### src/rtl/one_four_demux_stream.sv
// Registered 1:4 stream demultiplexer: packets from one valid/ready input are
// steered to one of four lanes, each with its own one-entry output register.
module one_four_demux_stream #(
  parameter int WIDTH = 4
) (
  input  logic               clk,
  input  logic               rst,
  input  logic [1:0]         sel,
  input  logic [WIDTH-1:0]   din,
  input  logic               din_valid,
  input  logic               din_last,
  output logic               din_ready,
  output logic [4*WIDTH-1:0] dout,
  output logic [3:0]         dout_valid,
  output logic [3:0]         dout_last,
  input  logic [3:0]         dout_ready,
  output logic               busy,
  output logic [1:0]         lane
);

  // Handshake: a beat transfers on any rising edge where valid and ready are
  // both high; valid never waits on ready, and a holder keeps data/last
  // stable while valid is high and ready is low.

  typedef enum logic {
    IDLE  = 1'b0,
    ROUTE = 1'b1
  } state_t;

  state_t     state;
  state_t     state_next;
  logic [1:0] lock_sel;
  logic [1:0] lock_next;
  logic [1:0] tgt;
  logic       accept;

  always_ff @(posedge clk) begin
    if (rst) begin
      state    <= IDLE;
      lock_sel <= 2'd0;
    end else begin
      state    <= state_next;
      lock_sel <= lock_next;
    end
  end

  // The target lane only looks at sel on the first beat; once a packet is
  // in flight the locked lane is used so a packet never splits.
  always_comb begin
    tgt        = (state == ROUTE) ? lock_sel : sel;
    din_ready  = ~dout_valid[tgt] | dout_ready[tgt];
    accept     = din_valid & din_ready;
    state_next = state;
    lock_next  = lock_sel;
    case (state)
      IDLE: begin
        if (accept && !din_last) begin
          state_next = ROUTE;
          lock_next  = sel;
        end
      end
      ROUTE: begin
        if (accept && din_last) begin
          state_next = IDLE;
        end
      end
      default: state_next = IDLE;
    endcase
  end

  assign busy = (state == ROUTE);
  assign lane = tgt;

  for (genvar i = 0; i < 4; i++) begin : g_lane
    logic             push;
    logic             valid_q;
    logic             last_q;
    logic [WIDTH-1:0] data_q;

    assign push = accept && (tgt == 2'(i));

    // Push wins over pop so a full lane that drains and refills in the
    // same cycle keeps streaming one beat per clock.
    always_ff @(posedge clk) begin
      if (rst) begin
        valid_q <= 1'b0;
        last_q  <= 1'b0;
        data_q  <= '0;
      end else if (push) begin
        valid_q <= 1'b1;
        last_q  <= din_last;
        data_q  <= din;
      end else if (dout_ready[i]) begin
        valid_q <= 1'b0;
      end
    end

    assign dout_valid[i]              = valid_q;
    assign dout_last[i]               = last_q;
    assign dout[i*WIDTH +: WIDTH]     = data_q;
  end

endmodule

### config.mk
export PLATFORM = sky130hd
export DESIGN_NAME = one_four_demux_stream
export DESIGN_NICKNAME = d
export VERILOG_FILES = /design/src/rtl/one_four_demux_stream.sv
export SDC_FILE = /design/constraint.sdc
export NUM_CORES = 1
export LEC_CHECK = 0
export CORE_MARGIN = 4
export CORE_UTILIZATION = 43
export CTS_CLUSTER_SIZE = 40
export DETAILED_ROUTE_END_ITERATION = 8
export PLACE_DENSITY_LB_ADDON = 0.25
export SYNTH_ARGS = -nofsm -noshare
export SYNTH_HDL_FRONTEND = slang
export SYNTH_SLANG_ARGS = --single-unit
### constraint.sdc
create_clock -name clk -period 2.1 [get_ports clk]
set_clock_uncertainty 0.15 [all_clocks]
set_input_delay 0.525 -clock clk [delete_from_list [all_inputs] [get_ports clk]]
set_output_delay 0.525 -clock clk [all_outputs]
set_load 0.005 [all_outputs]
==> results of run 1 <==
metrics by stage:
stage | util | std cells | worst slack (ns)
detailed placement | 0.666 | 194 | -0.702
global placement | 0.666 | 194 | -0.679
global route | 0.729 | 206 | -0.142
CTS | 0.711 | 204 | -0.0777
finish | 0.729 | 206 | -0.0829
floorplan | - | 116 | 0.192
path summary, 6_finish.rpt:
| path | endpoint | slack [ns] |
|---|---|---|
| min reg2reg | lock_sel[1] | 0.36 |
| min | lock_sel[1] | 0.36 |
| max reg2reg | g_lane[0].data_q[3] | 0.04 |
| max | din_ready | -0.08 |
state kept, by name (all words and copies together) (netlist names), named ones only:
register,flops
g_lane.last_q,4
g_lane.data_q,16
g_lane.valid_q,4
lock_sel,2
where the power goes:
group          leakage [nW]  switching, mW  internal (mW)
combinational         0.618          0.102          0.157
sequential            0.220         0.0168          0.537
clock                0.0139          0.159         0.0727
total                 0.852          0.278          0.767
per-layer routing:
layer  routed length, um  vias up  track usage
met3                 178        4       0.0302
met2                1530       30        0.321
li1                    -      505            -
met4                  40        0       0.0633
met1                1280      479        0.226
met5                   0        -            0
cells by family (layout without fill, tap and decap cells):
logic type | count (synthesis) | count (layout)
AND/OR/NAND/NOR | 38 | 38
multiplexers | 27 | 27
flip-flops | 27 | 27
buffers and inverters | 16 | 76
AO/OA/AOI/OAI | 8 | 8
worst register-to-register path, stage by stage, from the launching register on:
cell and delay (ns):
dfxtp_4 0.39, buf_6 0.13, mux2i_4 0.18, buf_4 0.13, buf_4 0.12, buf_4 0.12
buf_4 0.12, buf_4 0.14, nand4_1 0.10, buf_6 0.15, mux2i_1 0.18, nor2_1 0.06
synth_stat cells:
| library cell | count |
|---|---|
| dfxtp_1 | 27 |
| mux2i_1 | 23 |
| nor2_1 | 21 |
| buf_4 | 8 |
| nand2b_1 | 6 |
| a21oi_1 | 5 |
| nand2_1 | 5 |
| clkbuf_1 | 4 |
| nand4_2 | 3 |
| inv_1 | 2 |
| mux2i_2 | 2 |
| o22ai_1 | 2 |
| inv_2 | 1 |
| inv_4 | 1 |
| mux2_1 | 1 |
| mux2i_4 | 1 |
| nand4_1 | 1 |
| nor2b_1 | 1 |
| nor3b_1 | 1 |
| o221ai_1 | 1 |
layout by cell type (no fill, tap or decap), drive strengths merged:
cell           synthesis  layout
clkdlybuf4s50          0      34
o221ai                 1       1
nand2b                 6       6
nor2b                  1       1
o22ai                  2       2
clkdlybuf4s15          0       1
dfxtp                 27      27
inv                    4       4
clkinvlp               0       1
nor2                  21      21
nand2                  5       5
mux2                   1       1
mux2i                 26      26
nor3b                  1       1
clkbuf                 4       3
dlygate4sd2            0       4
nand4                  4       4
a21oi                  5       5
buf                    8      29
timing repair:
| item | 4_1_cts | 5_1_grt |
|---|---|---|
| hold buffers | 0 | 0 |
| pin swaps | 0 | 1 |
| buffers inserted | 6 | 2 |
| resized for setup | 25 | 5 |
| setup endpoints to repair | 3 | 14 |
final cells by class:
cell class                      instances  area, um2  area share
Clock inverter                          1       7.51     0.00408
Tap cell                               30       37.5      0.0204
Multi-Input combinational cell         73        593       0.323
Inverter                                4       17.5     0.00953
Sequential cell                        27        544       0.296
Clock buffer                            3       22.5      0.0123
Timing Repair Buffer                   68        616       0.335
==> reports/metrics.csv, run 1 <==
stage;metric;value;unit
yosys;mean post-synth cell area;10.0;um2
timing;worst hold slack;0.356;ns
route;wirelength, routed;3030;um
pwr;Peak supply drop;0.522;mV
timing;Setup Viol. Count Final;2;
critical_path;worst reg2reg path depth;11;
critical_path;Critical Path AT;1.51;ns
placed_design;Placed Area;0.00168;mm2
route;average wire per standard cell;14.7;um
clock_network;CTS H-tree lvls;1;
layout;design area;0.00184;mm2
global_routing;largest net degree at the start of global routing;17;
critical_path;WP depth;5;
floorplan;Row Count;18;
clock_network;worst skew pair latency;0.32;ns
global_routing;first-pass GRT wire length;4930;um
yosys;post-synthesis sequential area ratio;0.465;
route;via count;1018;
route;vias per cell;4.94;
critical_path;crit-path cells;clkdlybuf4s50_1 > nand2b_4 > mux2i_2 > mux2i_1 > buf_2;
timing;worst slew pin tran;0.331;ns
placed_design;I/O Buffers;41;
global_routing;number of global-route vias before repair;1039;
global_routing;overall routing resource usage;0.184;
clock_network;Clock Path Buffers;2;
pwr;PnR Total Power;1.04;mW
yosys;largest family of logic cells by synthesized area;multiplexers;
layout;FILL cells;199;
yosys;Synth area leader;dfxtp_1;
global_routing;initial antenna violation count;0;
yosys;share of the synthesized area in the top cell type;0.465;
yosys;Post-Synthesis Net Count;130;
clock_network;CTS Buf Count;3;
layout;area growth from synthesis to layout;58.0;%
pwr;Power Dens Cells;568;mW/mm2
yosys;Synth Area in Simple Gates;0.166;
pwr;Leak Pwr;0.852;nW
critical_path;CP Class;input pin to output port;
yosys;Ys Warns;0;
yosys;Synth Area in Compound Gates;0.0398;
outcome;failing checks;negative setup slack;
timing;relative slew slack;0.779;
timing;endpoints failing hold;0;
critical_path;worst path bufs/invs;2;
route;Antenna Violating Nets Remaining;0;
yosys;Syn Std Cell Area;0.00116;mm2
timing;fin crit period;2.18;ns
timing;fin worst setup slack;-0.0829;ns
placed_design;HPWL Detailed;2180;um
timing;setup TNS;-0.126;ns
yosys;Post-Synthesis Cells;116;
layout;nets;191;
critical_path;Crit path largest cell delay;0.41;ns
floorplan;boundary pin count;42;
hold_path;worst hold path startpoint;lock_sel[1];
clock_network;CTS tree;done;
flow_run;Max Cap Violations;0;
yosys;Yosys reg bits;27;
yosys;Yosys cell types;20;
yosys;synth top area cells;dfxtp_1 46%, mux2i_1 20%, nor2_1 6.8%;
timing;final period utilization;1.04;
floorplan;core area;0.00252;mm2
clock_network;CTS sink cnt;27;
yosys;XOR/XNOR Fraction of Synth Area;0;
floorplan;die height;60.0;um
layout;layout cell share with drive strength beyond 1;0.273;
yosys;Synth Area in Adders;0;
global_routing;Overflow after GRT;0;
route;Starting DRT DRC Count;23;
critical_path;crit path capture type;output port;
clock_network;Clock Pin Slew Worst Setup and Hold Paths;0.15;ns
hold_path;Hold Path Class;flip-flop to flip-flop;
critical_path;Worst setup SP type;input pin;
clock_network;root buf cell;clkbuf_4;
floorplan;Starting Density;0.461;
critical_path;Worst Setup SP;dout_ready[3];
route;TritonRoute pass-1 iters;4;
outcome;outcome;complete, but fails checks;
layout;Ant. Diodes;0;
route;drc violations;0;
yosys;post-synthesis mux area share;0.251;
timing;RSZ-0062 raised after global routing;true;
floorplan;Chip Width;60.0;um
timing;Final Max Tran Viols;0;
timing;f_max;0.458;GHz
hold_path;Hold Path Stages;2;
critical_path;critical path data required time;1.42;ns
critical_path;Critical Path Slowest Stage Cell;clkdlybuf4s50_1;
floorplan;DIE AREA;0.00360;mm2
critical_path;CP max FO;2;
critical_path;cell family contributing the most delay on the critical path;buffers and inverters;
placed_design;GPL Wtd Cong;0.740;
(Power assumes the default switching activity.)
==> run 2, diff against run 1 <==
- CTS_CLUSTER_DIAMETER: default -> 200
==> results of run 2 <==
The final DEF is identical to that of run 1; final timing and power are the same.
